--- src/rtl/down_timer.sv ---
// Loadable down-counter with one-cycle terminal-count pulse and a busy flag.
// Define DOWN_TIMER_AUTORELOAD_EN to reload from the last loaded value after reaching zero.
module down_timer #(
  parameter int WIDTH = 4
) (
  input  logic             clk,
  input  logic             rst,
  input  logic             load,
  input  logic [WIDTH-1:0] load_val,
  input  logic             en,
  output logic [WIDTH-1:0] q,
  output logic             tc,
  output logic             busy
);

  typedef enum logic [1:0] {
    IDLE = 2'b00,
    RUN  = 2'b01,
    DONE = 2'b10
  } state_t;

  state_t           state;
  logic [WIDTH-1:0] reload;

  // NOTE: all state, including the outputs, is assigned with <= so every
  // flop samples the pre-edge values regardless of statement order.
  always_ff @(posedge clk or negedge rst) begin
    if (!rst) begin
      state  <= IDLE;
      q      <= '0;
      reload <= '0;
      tc     <= 1'b0;
      busy   <= 1'b0;
    end else begin
      tc <= 1'b0;
      if (load) begin
        q      <= load_val;
        reload <= load_val;
        if (load_val != '0) begin
          state <= RUN;
          busy  <= 1'b1;
        end else begin
          state <= IDLE;
          busy  <= 1'b0;
        end
      end else begin
        case (state)
          RUN: begin
            if (en) begin
              if (q > WIDTH'(1)) begin
                q <= q - WIDTH'(1);
              end else if (q == WIDTH'(1)) begin
                q  <= '0;
                tc <= 1'b1;
`ifndef DOWN_TIMER_AUTORELOAD_EN
                state <= DONE;
                busy  <= 1'b0;
`endif
              end else begin
`ifdef DOWN_TIMER_AUTORELOAD_EN
                q <= reload;
`else
                q <= '0;  // unreachable: RUN is never entered with q = 0
`endif
              end
            end
          end
          IDLE, DONE: ;  // hold until load or reset
          default: begin
            state <= IDLE;
            busy  <= 1'b0;
          end
        endcase
      end
    end
  end

endmodule

--- config.mk ---
export PLATFORM = sky130hd
export DESIGN_NAME = down_timer
export DESIGN_NICKNAME = d
export VERILOG_FILES = /design/src/rtl/down_timer.sv
export SDC_FILE = /design/constraint.sdc
export NUM_CORES = 1
export LEC_CHECK = 0
export ABC_AREA = 1
export CAP_MARGIN = 20
export CORE_AREA = 4 4 41 43
export CTS_CLUSTER_DIAMETER = 60
export DETAILED_ROUTE_END_ITERATION = 8
export DIE_AREA = 0 0 45 47
export GPL_TIMING_DRIVEN = 0
export RECOVER_POWER = 50
export SYNTH_ARGS = -nofsm -noshare
export SYNTH_HDL_FRONTEND = slang
export SYNTH_SLANG_ARGS = --single-unit
--- constraint.sdc ---
create_clock -name clk -period 1.6 [get_ports clk]
set_clock_uncertainty 0.15 [all_clocks]
set_input_delay 0.32 -clock clk [delete_from_list [all_inputs] [get_ports clk]]
set_output_delay 0.32 -clock clk [all_outputs]
set_load 0.01 [all_outputs]
==> Yosys cells after proc, flatten, opt, wreduce, memory -nomap -nowiden <==
Cells that the tools add are included.
{ "word_totals": {"regBits": 8, "inputBits": 8, "out_inout_bits": 6, "word_cells": 41} }
{ "classes": {"addsub": 1, "magnitude_cmp": 1, "n_eq_ne": 7, "muxes": 21, "reduce_logical": 7} }
{ "ops": {"columns": ["operator", "count"], "rows": [
  ["2-to-1 mux 4 bit", 4],
  ["2-to-1 mux 1 bit", 11],
  ["!= test 3 bit (second input constant)", 3],
  ["2-to-1 mux 2 bit", 4],
  ["equality test 4 x 1 -> 1 bit (second input constant)", 1],
  ["greater-than comparator 4 x 1 -> 1 bit (second input constant)", 1],
  ["one-hot mux 2 bit (2 select lines)", 1],
  ["AND reduction 4 bit", 1],
  ["nonzero test 2 bit", 2],
  ["nonzero test 4 bit", 1],
  ["subtractor 4 x 1 -> 4 bit (second input constant)", 1],
  ["equality test 2 x 1 -> 1 bit (second input constant)", 1],
  ["equality test 2 bit (second input constant)", 1],
  ["logical NOT 2 bit", 1],
  ["!= test 2 bit (second input constant)", 1],
  ["one-hot mux 1 bit (2 select lines)", 1],
  ["AND reduction 2 bit", 1],
  ["OR reduction 2 bit", 1]
]} }

==> Logic depth before layout (Yosys ltp) <==
Gate-level depths: netlist of the first run.
{ "logic_depth": {"ltp_word": 6, "mapped_depth": 6, "mapped_depth_nobuf": 6} }

==> Worst setup path before layout of the first run <==
OpenSTA, ideal clock, no wires.
{ "synth_path": {"path_kind": "reg2reg", "startpoint": "reg q[0]", "endpoint": "reg q[0]", "setup_ns": 0.077, "arrival_ns": 1.114, "required_time_ns": 1.373, "slack_ns": 0.260, "path_stages_with_launch": 6, "path_buffers": 0, "period_less_slack_ns": 1.340, "cell_sequence": "dfrtp_1 -> inv_1 -> ha_1 -> o21ai_1 -> nand3_1 -> o21ai_1"} }
{ "synth_between": {"elab_chain_len": 5, "elab_cells_between_ends": 6, "classes_between": "1 x add/sub; 1 x order compare; 4 x mux"} }
{ "synth_lines": {"columns": ["element", "line_no", "text"], "rows": [
  ["from (decl)", "11", "output logic [WIDTH-1:0] q,"],
  ["from (signal assigned)", "37", "q <= load_val;"],
  ["from (signal assigned)", "51", "q <= q - WIDTH'(1);"],
  ["subtractor 4 x 1 -> 4 bit / greater-than comparator 4 x 1 -> 1 bit (equally long branches)", "51, 50", null],
  ["2-to-1 mux 4 bit *", "50", "if (q > WIDTH'(1)) begin"],
  ["2-to-1 mux 4 bit *", "49", "if (en) begin"],
  ["2-to-1 mux 4 bit *", "47", "case (state)"],
  ["2-to-1 mux 4 bit *", "36", "if (load) begin"]
]} }
Every way passes the cells marked *; elsewhere a longest branch is shown, timed or not. The select of a mux whose other input is x is not followed.
A chain may end at the register's enable or synchronous reset.

==> Worst setup path after layout of the first run <==
Ends and elaborated chain as after synthesis.

==> results.md, run 1 <==
* Outcome: finished clean
* Layout Cells excl Fill at 90
* Global-route wire length before repair at 1650 um
* Placed cells at a little over 80
* Final core utilization at 0.477
* Via count at roughly 420
* DIE AREA at approximately 2100 um2
* Die width at approximately 45 um
* Adder-Cell Fraction of Synth Area at 0.0597
* # IOs at 14
* Max-capacitance violation count at 0
* Syn avg cell area at between 7 and 8 um2
* Post-synthesis mux area share at 0
* Post-layout min period at 1.50 ns
* Worst relative slew slack at 0.755
* TritonCTS Buffers at 3
* Placer Congestion at 0.801
* Tcrit/Tclk final at 0.941
* TritonCTS clock tree: done
* Synth Cell Area at between 400 and 500 um2
* Critical Path AT at between 1.5 and 2 ns
* Clock transition at the registers of the reported paths at 0.06 ns
* GRT overflow at 0
* IO buf count at 13
* Pleak at around 0.00031 uW
* Final WL at ~1000 um
* Setup violators final at 0
* # DRC at 0
* Met2 routed WL at 457 um
* Top post-synthesis cells by area: dfrtp_1 (42%), nand3_1 (11%), nand2_1 (9.9%)
* Share of post-route cells with drive strength above 1 at 0.147
* Rows at 13
* Synth warn at 0
* Area after DPL at around 570 um2
* Crit path required time at around 1.6 ns
* Iter 0 DRT Violations at 7
* Worst Tran Pin Value at about 0.37 ns
* Synth Area in XOR/XNOR at 0.0209
* Largest net degree at the start of global routing at 8
* Hold Vio Cnt, Final at 0
* Post-DRT Antenna Nets at 0
* Register area share after synthesis at 0.418
* Clock sinks at 7
* DR WL/cell at roughly 11 um
* Crit-path cells: buf_4 -> inv_1 -> ha_1 -> o21ai_2 -> nand3_2 -> o21ai_1
* Syn-to-layout area delta at 48.1%
* CP peak stage delay at roughly 0.36 ns
* Critical path's slowest cell: dfrtp_1
* Met3 wire length at 67 um
* Initial antenna violation count at 0
* Drt first pass iters at 4
* R2R Setup Slk at 0.1 ns
* Worst skew pair latency at between 0.2 and 0.3 ns
* WHS at 0.260 ns
* Cell family with the largest share of critical-path delay: flip-flops
* HPWL after DPL at 756 um
* DR top layer: met3
* Power density cells at slightly above 900 nW/um2
* Compound-cell area share of the yosys netlist at 0.0657
* Total Power at between 500 and 600 uW
* Register bit count reported by yosys at 7
* Largest family of logic cells by synthesized area: simple AND/OR/NAND/NOR gates
* Root buf cell: clkbuf_4
* Synth Instances at 55
* Net Count, Synth at 65
* Nets at 86
* F_max at about 0.66 GHz
* H-tree depth at 1
* Area fraction of the dominant cell type after synthesis at 0.418
* Layout Cell Area excl Fill at between 600 and 700 um2
* Total core area at between 1000 and 1500 um2
* Yosys top cell by area: dfrtp_1
* Unique cell type count in the Yosys netlist at 15
* Critical path class: reg2reg
* M1 WL at 497 um
* Max FO, Critical Path at 4
* Crit start category: register
* VDD IR max at about 0.38 mV
* Vias/cell at approximately 4.7
* Hold buffers post-CTS at 0
* GRT Util Overall at 0.114
* CP Buf/Inv Count at 2
* Buffer depth of the longest clock path at 2
* Path type of the worst min-delay path: in2async
* Slew Viols, Final at 0
* Die Y at between 40 and 50 um
* Crit end category: register
* RSZ-0062 raised after global routing: no
* Initial Util at 0.322
* Synth Area in Simple Gates at 0.355
* Vias in the first global route at approximately 400
* N_diodes at 0
cell type report:
class                      instances  area [um2]
timing repair buffer              16         148
fill                             152         681
sequential                         7         175
tap                               15        18.8
clock buffer                       4        26.3
inverter                           9        33.8
multi-input combinational         39         219
synthesized netlist by cell type (all sizes together):
cell and number:
or2 1, o21ai 4, nand3 11, dfrtp 7
a21o 1, nor2 6, inv 9, nand2 11
nand4 1, ha 2, xnor2 1, nor3 1
worst paths after layout:
| path | from | end | depth (start not counted) |
|---|---|---|---|
| max | q[0] | q[0] | 6 |
| min | rst | q[1] | 1 |
| max reg2reg | q[0] | q[0] | 6 |
| min reg2reg | state[1] | tc | 3 |
| max in group asynchronous | rst | q[2] | 1 |
| min in group clk | state[1] | tc | 3 |
kinds of logic after synthesis:
kind of cell,after synthesis
buffers and inverters,9
DFF,7
adders and majority gates,2
xor gates and xnor gates,1
AOI/OAI and AO/OA,5
and+or+nand+nor,31
cell usage in the layout (no fill, tap or decap):
master and n:
o21ai_2 1, inv_1 9, nor2_2 1, clkbuf_1 1, clkbuf_4 3, xnor2_1 1
clkdlybuf4s50_1 6, dlygate4sd3_1 1, o21ai_1 3, or2_1 1, clkdlybuf4s25_1 2, ha_1 2
nor3_1 1, nand3_1 8, dfrtp_1 7, dlygate4sd2_1 4, nand2_1 11, a21o_1 1
nor2_1 5, nand4_1 1, nand3_2 3, buf_4 3
report_power, final:
| group | total (uW) | switching [uW] | leakage [uW] | internal, uW |
|---|---|---|---|---|
| combinational | 185 | 97.8 | 0.000212 | 87.2 |
| clock | 166 | 70.7 | 0.0000150 | 95.5 |
| sequential | 211 | 15.2 | 0.0000866 | 196 |
timing repair:
item	4_1_cts	5_1_grt
setup buffers	3	0
endpoints found under the hold margin	0	0
resized for setup	4	4
endpoints found under the setup margin	5	5
metal layers:
metal / GRT usage / vias up
met1: 0.134 / 192
met2: 0.178 / 13
met5: 0 / -
met4: 0.0292 / 0
li1: - / 217
met3: 0.0690 / 0
sequential cells by signal (all words and copies together) (netlist names):
register  cells
busy          1
tc            1
state         1
q             4
stage by stage:
stage,worst slack [ns],setup TNS [ns]
global placement,-0.0194,-0.0194
finish,0.0952,0
CTS,0.00113,0
global route,0.0272,0
detailed placement,-0.0290,-0.0290
floorplan,0.260,0
No activity file was read; power rests on OpenSTA's default activity.
==> inputs of run 2 (changes only) <==
GPL_ROUTABILITY_DRIVEN = 0   (was not set)
==> results of run 2 <==
No change in the layout: final DEF, timing and power equal those of run 1.
